`src/rtl/mul8s_dot_acc.sv`:
```
// rtl/mul8s_dot_acc.sv - frame-delimited dot-product accumulator for mul8s_* products
// Sums 16-bit signed products per frame; emits sum, term count and overflow flag.
module mul8s_dot_acc #(
    parameter int ACC_W  = 24,
    parameter int CNT_W  = 16,
    parameter bit SAT_EN = 1'b1
) (
    input  logic             clk,
    input  logic             rst_n,
    input  logic             in_valid,
    output logic             in_ready,
    input  logic [15:0]      in_prod,
    input  logic             in_last,
    output logic             out_valid,
    input  logic             out_ready,
    output logic [ACC_W-1:0] out_acc,
    output logic [CNT_W-1:0] out_cnt,
    output logic             out_sat
);

    localparam logic [ACC_W-1:0] ACC_MAX = {1'b0, {(ACC_W-1){1'b1}}};
    localparam logic [ACC_W-1:0] ACC_MIN = {1'b1, {(ACC_W-1){1'b0}}};
    localparam logic [CNT_W-1:0] CNT_ONE = {{(CNT_W-1){1'b0}}, 1'b1};

    logic [ACC_W-1:0] acc;
    logic [CNT_W-1:0] cnt;
    logic             ovf;

    logic [ACC_W:0]   sum;
    logic             sum_ovf;
    logic [ACC_W-1:0] acc_nxt;
    logic [CNT_W-1:0] cnt_nxt;
    logic             accept;

    // A pending result blocks new beats unless it drains this same cycle.
    assign in_ready = ~out_valid | out_ready;
    assign accept   = in_valid & in_ready;

    always_comb begin
        sum     = {acc[ACC_W-1], acc} + {{(ACC_W-15){in_prod[15]}}, in_prod};
        sum_ovf = sum[ACC_W] ^ sum[ACC_W-1];
        acc_nxt = sum[ACC_W-1:0];
        if (SAT_EN && sum_ovf) begin
            acc_nxt = sum[ACC_W] ? ACC_MIN : ACC_MAX;
        end
        cnt_nxt = (&cnt) ? cnt : cnt + CNT_ONE;
    end

    always_ff @(posedge clk or negedge rst_n) begin
        if (!rst_n) begin
            acc       <= '0;
            cnt       <= '0;
            ovf       <= 1'b0;
            out_acc   <= '0;
            out_cnt   <= '0;
            out_sat   <= 1'b0;
            out_valid <= 1'b0;
        end else begin
            if (accept && in_last) begin
                out_acc   <= acc_nxt;
                out_cnt   <= cnt_nxt;
                out_sat   <= ovf | sum_ovf;
                out_valid <= 1'b1;
                acc       <= '0;
                cnt       <= '0;
                ovf       <= 1'b0;
            end else begin
                if (accept) begin
                    acc <= acc_nxt;
                    cnt <= cnt_nxt;
                    ovf <= ovf | sum_ovf;
                end
                if (out_valid && out_ready) begin
                    out_valid <= 1'b0;
                end
            end
        end
    end

endmodule
```
`config.mk`:
```
export PLATFORM = sky130hd
export DESIGN_NAME = mul8s_dot_acc
export DESIGN_NICKNAME = d
export VERILOG_FILES = /design/src/rtl/mul8s_dot_acc.sv
export SDC_FILE = /design/constraint.sdc
export NUM_CORES = 1
export LEC_CHECK = 0
export CAP_MARGIN = 20
export CELL_PAD_IN_SITES_DETAIL_PLACEMENT = 1
export CELL_PAD_IN_SITES_GLOBAL_PLACEMENT = 2
export CORE_UTILIZATION = 25
export DETAILED_ROUTE_END_ITERATION = 8
export HOLD_SLACK_MARGIN = 0.15
export PLACE_DENSITY_LB_ADDON = 0.2
export SLEW_MARGIN = 5
export SYNTH_ARGS = -nofsm -noshare
export SYNTH_HDL_FRONTEND = slang
export SYNTH_SLANG_ARGS = --single-unit
```
`constraint.sdc`:
```
create_clock -name clk -period 3.44 [get_ports clk]
set_input_delay 0.86 -clock clk [delete_from_list [all_inputs] [get_ports clk]]
set_output_delay 0.86 -clock clk [all_outputs]
set_load 0.01 [all_outputs]
```
## Word level (Yosys, flattened, before mapping)

Index checks and enable logic that the tools add are counted.

- $add $sub $neg: 2
- Multiplexer cells: 11
- Bitwise gates (word level): 5
- Reduce and logical (&&, ||, !) cells: 5

Operators by type and width:

| kind | count |
|---|---|
| 24-bit 2-to-1 mux | 4 |
| 16-bit 2-to-1 mux | 3 |
| 24-bit by 16-bit adder with 25-bit output | 1 |
| 16-bit by 1-bit adder with 16-bit output, second input constant | 1 |
| 16-bit AND reduction | 1 |
| 1-bit 2-to-1 mux | 4 |
| 2-bit nonzero test | 2 |
| 1-bit logical AND | 2 |
| 1-bit OR | 2 |
| 1-bit bitwise AND | 1 |
| 1-bit inverter | 1 |
| 1-bit bitwise XOR | 1 |

- Register bits after elaboration: 83
- Output and inout port bits: 43
- Logic and storage cells: 30
- Input bits: 21

## Depth between registers and ports, before layout

- Word-level depth: 5
- Gate-level depth with buffers: 12
- Mapped depth without buffers: 11

## Worst setup path after synthesis

Ideal clock, no wire load.

- Path type: input to register
- Start point: input in_prod[3]
- End point: register out_acc[11]
- Stages on the path: 9
- Buffers on the path: 0
- Data arrival time: 3.023 ns
- Slack: 0.292 ns
- Cell sequence: ha_1 -> o21ai_1 -> o21ba_1 -> a211o_1 -> a2111o_1 -> a21oi_2 -> nor2b_1 -> maj3_2 -> mux2_4

- Cells in the longest elaborated chain, start to end: 3
- Elaborated cells between the ends (all ways): 4
- Those cells by class: 1 x add/sub; 2 x mux; 1 x bitwise

RTL lines:

| element | RTL line | source |
|---|---|---|
| start, declared | 12 | `input logic [15:0] in_prod,` |
| 24-bit by 16-bit adder with 25-bit output (*) | 40 | `sum = {acc[ACC_W-1], acc} + {{(ACC_W-15){in_prod[15]}}, in_prod};` |
| 24-bit 2-to-1 mux / 1-bit bitwise XOR (equally long branches) | 44, 41 |  |
| 24-bit 2-to-1 mux (*) | 43 | `if (SAT_EN && sum_ovf) begin` |
| end signal, assigned | 60 | `out_acc <= acc_nxt;` |
| end, declared | 16 | `output logic [ACC_W-1:0] out_acc,` |

Every way passes the cells marked *; elsewhere a longest branch is shown, timed or not.
A chain may end at the register's enable or synchronous reset.

## Worst setup path after layout

- Start point: input in_prod[2]
- End point: register acc[22]

- Cells in the longest elaborated chain, start to end: 5
- Elaborated cells between the ends (all ways): 6
- Those cells by class: 1 x add/sub; 4 x mux; 1 x bitwise

RTL lines:

| element | RTL line | source |
|---|---|---|
| 24-bit by 16-bit adder with 25-bit output (*) | 40 |  |
| 24-bit 2-to-1 mux / 1-bit bitwise XOR (equally long branches) | 44, 41 |  |
| 24-bit 2-to-1 mux (*) | 43 |  |
| 24-bit 2-to-1 mux (*) | 68 | `if (accept) begin` |
| 24-bit 2-to-1 mux (*) | 59 | `if (accept && in_last) begin` |
| end signal, assigned | 69 | `acc <= acc_nxt;` |
| end, declared | 25 | `logic [ACC_W-1:0] acc;` |

Every way passes the cells marked *; elsewhere a longest branch is shown, timed or not. The select of a mux whose other input is x is not followed.

==> results.tsv <==
stage	metric	value	unit
global_route	pin count of the biggest net entering global routing	48	
yosys	area share of the largest cell type after synthesis	0.417	
place	Cells after DPL	953	
worst_setup_path	kind of critical path	input pin to flop	
yosys	flops & latches, synth	83	
final_layout	Area Growth Syn to Fin	40.5	%
yosys	top cells by area, synth	dfrtp_1 42%, ha_1 6.3%, nand2_1 6.3%	
final_layout	# nets final	749	
place	post-DP HPWL	12400	µm
sta	Max Clock Skew	0.00783	ns
yosys	Synth Flop Type	dfrtp_1	
detailed_routing	Post-route DRC	0	
yosys	number of synthesized flops with an enable pin	0	
clock_tree	Root Buffer	clkbuf_16	
detailed_routing	Antenna Violating Nets Remaining	0	
worst_setup_path	Buffers & Inverters on Critical Path	3	
global_route	vias in the first global route	4897	
detailed_routing	DR vias/cell	4.77	
detailed_routing	1st-iter DRT viols	160	
final_layout	Ant. Diodes	0	
worst_setup_path	crit path max fanout	3	
detailed_routing	1st-pass router iterations	4	
worst_setup_path	Worst Setup Start Kind	input pin	
sta	fin crit share	0.982	
place	PortBufs	63	
sta	Slew headroom	0.607	
yosys	synthesized instance count	569	
worst_setup_path	worst path required time	3.67	ns
min_path	Hold WC Path Type	flop to flop	
clock_tree	Reg clk slew, reported paths	0.06	ns
yosys	synth warn	0	
final_layout	multi-input logic area	2870	µm²
final_layout	FF+latch area	2080	µm²
global_route	first-pass GRT wire length	27000	µm
flow_run	Max Cap Viol	0	
worst_setup_path	slowest CP cell	clkdlybuf4s50_1	
yosys	sequential share of the synthesized area	0.417	
final_layout	commonest cells after routing, fill and taps aside	89 x buf_4, 83 x dfrtp_1, 82 x nand2_1	
yosys	synth unique cells	60	
pwr	Leakage	3.11	nW
sta	minimum clock period	3.38	ns
sta	endpoints failing setup	0	
die	die width	143	µm
place	Final Wtd Congestion	0.842	
clock_tree	CTS tree	built	
worst_setup_path	CP Cell Sequence	clkdlybuf4s50_1, ha_1, buf_4, nor2b_2, o31a_1, buf_4, o22a_1, a21o_1, a31oi_1, xor2_1, o21ai_1, a22o_1	
final_layout	fraction of layout cells with a size suffix above 1	0.199	
min_path	Hold Path Stages	2	
place	Area after DPL	6520	µm²
clock_tree	Max Root-Sink Buffers	2	
die	die area	20500	µm²
sta	Final Hold Fails	0	
clock_tree	H-tree lvl count	3	
detailed_routing	Via Count	4634	
yosys	syn nets	616	
yosys	Mean Syn Cell Area	8.76	µm²
final_layout	Fillers	2309	
sta	Final Max Slew Viols	0	
die	# rows	51	
die	chip height	143	µm
pwr	pwr/cell area	896	nW/µm²
global_route	GRT Total Usage	0.172	
outcome	status	finished, final reports clean	
worst_setup_path	crit end category	flop	
worst_setup_path	CP dominant cell by count	buf_4	
worst_setup_path	slowest stage delay, CP	0.41	ns
die	Ports	64	
clock_tree	Inserted Clock Buffers	9	
die	CORE AREA	19500	µm²
sta	f_max	296	MHz
clock_tree	hold buffers post-CTS	0	
die	Starting Density	0.255	
pwr	Max IR drop VDD	279	µV
worst_setup_path	critical path depth	12	
yosys	most area-hungry cell type in the Yosys netlist	dfrtp_1	
sta	slew of the pin with the lowest slew margin	0.589	ns
detailed_routing	routed wire length	16600	µm
global_route	grt ovf	0	
final_layout	commonest non-fill, non-tap cell in the layout	buf_4	
clock_tree	worst skew pair latency	0.35	ns
worst_setup_path	CP Data Arrival Time	3.61	ns
worst_setup_path	Crit path max-delay family	compound AO/OA/AOI/OAI gates	
worst_setup_path	reg2reg path depth	10	
yosys	ys async rst share	1.00	
final_layout	post-route insts no fill	972	
clock_tree	clock sink total	83	
final_layout	final core occ	0.359	
final_layout	Final Cell Area	7000	µm²
yosys	Post-Syn Area	4980	µm²
detailed_routing	routed len/inst	17.0	µm
global_route	initial antenna violation count	0	
worst register-to-register path: cells and delay by family, from the launching register on:
| kind | cells | cell delay (ns) |
|---|---|---|
| AOI/OAI and AO/OA | 5 | 1.23 |
| adders and majority gates | 1 | 0.28 |
| buffers and inverters | 1 | 0.15 |
| DFF | 1 | 0.42 |
| muxes | 2 | 0.45 |
| and+or+nand+nor | 1 | 0.18 |
metal layers:
metal,vias to the layer above,track usage,routed length (µm)
li1,2296,-,-
met1,2277,0.245,8570
met2,50,0.272,7540
met3,11,0.0168,275
met4,0,0.0492,178
met5,-,0,0
logic make-up after synthesis:
family | count (synthesis) | share of synthesized area
xor+xnor | 30 | 0.0527
flops | 83 | 0.417
mux | 9 | 0.0218
compound gates | 176 | 0.219
fa+ha+maj | 28 | 0.0711
buf+inv | 47 | 0.0372
simple gates | 196 | 0.181
layout make-up:
class / count / share of cell area
flip-flops and latches: 83 / 0.297
clock buffers: 10 / 0.0341
clock inverters: 6 / 0.0102
inverters: 15 / 0.00804
well taps: 265 / 0.0473
multi-input cells: 439 / 0.410
repair buffers: 154 / 0.193
state kept, by name, summed over array words and instances (netlist names):
signal	count
out_valid	1
ovf	1
out_acc	24
out_cnt	16
acc	24
cnt	16
out_sat	1
where the power goes:
group	internal, mW	leakage, nW	switching (mW)
Sequential	1.33	1.06	0.292
Clock	0.593	0.151	0.450
Combinational	1.83	1.89	1.78
Total	3.75	3.11	2.53
through the flow:
| step | TNS (ns) | setup slack [ns] | hold slack [ns] | power [mW] |
|---|---|---|---|---|
| after floorplan | 0 | 0.292 | 0.453 | 3.42 |
| after global placement | -16.62 | -0.427 | 0.465 | 5.05 |
| after detailed placement | -17.92 | -0.494 | 0.466 | 5.12 |
| after CTS | 0 | 0.00508 | 0.490 | 6.24 |
| after global routing | -0.500 | -0.0467 | 0.513 | 6.79 |
| final | 0 | 0.0607 | 0.479 | 6.27 |
worst paths after layout:
check	from	end	slack, ns
min in group asynchronous	rst_n	out_acc[12]	0.50
max reg2reg	acc[1]	out_acc[14]	0.61
min	out_acc[20]	out_acc[20]	0.48
max	in_prod[2]	acc[22]	0.06
min reg2reg	out_acc[20]	out_acc[20]	0.48
max in group asynchronous	rst_n	acc[2]	2.27
cell usage after synthesis, types with 10 or more instances:
cell	number
o21ai_0	48
xnor2_1	18
a21o_1	11
nor3_1	12
a21oi_1	30
inv_1	15
and3_1	10
nor2_1	47
xor2_1	12
clkbuf_1	26
o21ai_1	25
nand2_1	83
a22o_1	13
ha_1	25
nand3_1	10
dfrtp_1	83
what timing repair did:
item / 4_1_cts / 5_1_grt
gates resized for setup: 5 / 28
setup endpoints to repair: 31 / 48
buffers inserted: 0 / 3
pin swaps: 2 / 11
Note: power is estimated with default switching activity, not from simulation.
==> RTL change: new RTL, same flow settings <==
Put one more register stage on the output `out_cnt`, with the module's reset. The value now appears one clock later. The other outputs are not delayed to match.
--- a/src/rtl/mul8s_dot_acc.sv
+++ b/src/rtl/mul8s_dot_acc.sv
@@ -21,6 +21,8 @@
     localparam logic [ACC_W-1:0] ACC_MAX = {1'b0, {(ACC_W-1){1'b1}}};
     localparam logic [ACC_W-1:0] ACC_MIN = {1'b1, {(ACC_W-1){1'b0}}};
     localparam logic [CNT_W-1:0] CNT_ONE = {{(CNT_W-1){1'b0}}, 1'b1};
+
+    logic [CNT_W-1:0] out_cnt_s0;
 
     logic [ACC_W-1:0] acc;
     logic [CNT_W-1:0] cnt;
@@ -52,13 +54,13 @@
             cnt       <= '0;
             ovf       <= 1'b0;
             out_acc   <= '0;
-            out_cnt   <= '0;
+            out_cnt_s0 <= '0;
             out_sat   <= 1'b0;
             out_valid <= 1'b0;
         end else begin
             if (accept && in_last) begin
                 out_acc   <= acc_nxt;
-                out_cnt   <= cnt_nxt;
+                out_cnt_s0 <= cnt_nxt;
                 out_sat   <= ovf | sum_ovf;
                 out_valid <= 1'b1;
                 acc       <= '0;
@@ -77,4 +79,12 @@
         end
     end
 
+    always_ff @(posedge clk or negedge rst_n) begin
+        if (!rst_n) begin
+            out_cnt <= '0;
+        end else begin
+            out_cnt <= out_cnt_s0;
+        end
+    end
+
 endmodule
Formal check against the unedited RTL: not equivalent (a bounded check fails within 4 cycles, from zero or initial values and one cycle with rst_n low).
==> RTL change against the original RTL <==
- non-clock buffer count up 9
- count of clock-buffer cells in the layout unchanged
- total power rose by 8.3%
- first-iteration DRC count shrank 9.4%
- worst setup slack better by 0.031 ns
- synthesized area up 7.9%
- routed wire length up 3.5%
- cell area rose by 7.0%
- utilization is 0.22 points lower
- sequential cell count up 16
==> RTL change: results (changes against the original RTL) <==
- The worst max-slew margin expressed relative to the limit came to 0.582 (-0.0254).
- The total global routing track utilization is 0.164 (-0.00761).
- The maximum fanout along the worst path is 8 (+5).
- The maximum level of the CTS H-tree came to 3 (unchanged).
- The number of iterations in the first detailed-routing pass is 6 (+2).
- The number of global-route vias before repair is 5,336 (+9.0%).
- The sum of net half-perimeters after detailed placement is 12.8 mm (+3.2%).
- The final estimated routing congestion in global placement was 0.848 (+0.61%).
- The ratio of cells with drive above 1 in the final layout is 0.223 (+0.0239).
- The number of DRC markers in iteration 0 is 145 (-9.4%).
- The maximum clock path buffer count is 2 (unchanged).
- The synthesized area per cell is 9.27 µm² (+5.8%).
- The xor and xnor fraction of the mapped netlist area is 0.0456 (-0.00710).
- The multiplexer area fraction after synthesis is 0.0223 (+0.000504).
- The post-synthesis compound-gate area fraction was 0.206 (-0.0134).
- The net count after synthesis was 627 (+1.8%).
- The leakage power came to 0.00325 µW (+4.6%).
- The fraction of registers with async set or reset after synthesis came to 1.00 (unchanged).
- The switching power total is 2760 µW (+9.2%).
- In the synthesized netlist the dominant register cell turns out to be sky130_fd_sc_hd__dfrtp_1.
- The routed length on met2 is 8.76 mm (+16%).
- The wire length of the first global-routing pass came to 28.0 mm (+3.9%).
- Sorting the synthesized cells by area gives the leading types as sky130_fd_sc_hd__dfrtp_1, sky130_fd_sc_hd__a21oi_1, sky130_fd_sc_hd__o21ai_0.
- By count the netlist is led by sky130_fd_sc_hd__dfrtp_1, sky130_fd_sc_hd__a21oi_1, sky130_fd_sc_hd__nand2_1, sky130_fd_sc_hd__o21ai_0, sky130_fd_sc_hd__nor2_1.
- The adder-cell area share of the yosys netlist is 0.0619 (-0.00913).
- The flow ran to the end, and the final reports show no timing, DRC or antenna violations.
- The antenna diode count was 0 (unchanged).
- The total of buffers placed on input and output ports is 63 (unchanged).
- The share of the yosys chip area belonging to registers was 0.461 (+0.0441).
- The routed length on met1 is 7.51 mm (-12%).
- The instance count after placement with tap cells included is 981 (+2.9%).
- The final routed wire length divided by cell count is 17.1 µm (+0.13%).
- The final wirelength is 17.1 mm (+3.5%).
- The largest net degree at the start of global routing was 54 (+13%).
- The net count of the finished layout was 772 (+3.1%).
- The later-pin clock latency in the skew report is 0.35 ns (about the same).
- The count of distinct cell types in the synthesized netlist was 57 (-5.0%).
- The largest voltage drop on the vdd net is 0.334 mV (+19%).
- The routed length on met3 is 390 µm (+42%).
- The arrival time of the worst setup path was 3.58 ns (-0.03 ns).
- The maximum clock skew at final layout was 0.00725 ns (-0.000577 ns).
- The layout filler cell count was 2,406 (+4.2%).
- The vias after detailed routing was 4,864 (+5.0%).
RTL change: cell count changes in the layout (fill, tap and decap cells not counted), sizes merged, moves of 6 or more:
cell,before,now
a22o,13,0
nand3,10,16
a21oi,31,72
dfrtp,83,99
inv,18,12
buf,92,100
nand2,85,69
RTL change: path summary, 6_finish.rpt:
kind                       cells after the start          start             end  slack, ns
max                                           11     in_prod[4]         acc[16]       0.09
min                                            0  out_cnt_s0[1]      out_cnt[1]       0.38
max reg2reg                                   13         acc[0]         acc[16]       0.44
min reg2reg                                    0  out_cnt_s0[1]      out_cnt[1]       0.38
max in group asynchronous                      2          rst_n      out_cnt[3]       2.19
min in group asynchronous                      1          rst_n  out_cnt_s0[14]       0.53
RTL change: repair_timing:
| item | 4_1_cts | 5_1_grt |
|---|---|---|
| resized for setup | 14 | 24 |
| gates cloned | 0 | 1 |
| setup endpoints to repair | 48 | 49 |
| pin swaps | 6 | 13 |
| setup buffers | 4 | 6 |
RTL change: worst max-delay path, stage by stage:
cell and delay (ns):
sky130_fd_sc_hd__clkdlybuf4s50_1 0.52, sky130_fd_sc_hd__ha_4 0.24, sky130_fd_sc_hd__a21o_1 0.19, sky130_fd_sc_hd__o21bai_2 0.20, sky130_fd_sc_hd__o21a_2 0.26, sky130_fd_sc_hd__o21ai_2 0.18, sky130_fd_sc_hd__nand4bb_1 0.23, sky130_fd_sc_hd__mux2_4 0.47
sky130_fd_sc_hd__nor2_8 0.19, sky130_fd_sc_hd__clkbuf_16 0.18, sky130_fd_sc_hd__a21oi_2 0.05
RTL change: cell families (layout without fill, tap and decap cells):
group | Yosys count | after routing
AOI/OAI and AO/OA | 192 | 192
and+or+nand+nor | 185 | 185
DFF | 99 | 99
buffers and inverters | 39 | 189
xor gates and xnor gates | 28 | 28
adders and majority gates | 26 | 26
muxes | 11 | 11
RTL change: final cells by class:
class,count,share of cell area
tap,275,0.0459
clock buffer,10,0.0306
clock inverter,6,0.00668
inverter,10,0.00501
multi-input combinational,442,0.382
timing repair buffer,163,0.199
sequential,99,0.331
RTL change: metrics by stage:
stage	hold WS (ns)	area, µm²	setup TNS [ns]	worst slack, ns
finish	0.376	7490	0	0.0916
detailed placement	0.361	6960	-21.00	-0.507
global placement	0.360	6960	-17.79	-0.411
floorplan	0.354	5380	0	0.337
CTS	0.378	7330	0	0.00980
global route	0.389	7490	0	0.00629
RTL change: metal layers:
metal / up-vias / track usage
li1: 2350 / -
met1: 2416 / 0.193
met2: 71 / 0.296
met3: 27 / 0.0261
met4: 0 / 0.0613
met5: - / 0
RTL change: power groups by stage:
stage | registers (µW) | logic, µW | clock network (µW)
floorplan | 1850 | 1880 | 0
global placement | 1860 | 3650 | 0
detailed placement | 1860 | 3730 | 0
CTS | 1850 | 3860 | 1020
global route | 1900 | 4340 | 1070
finish | 1840 | 3970 | 981
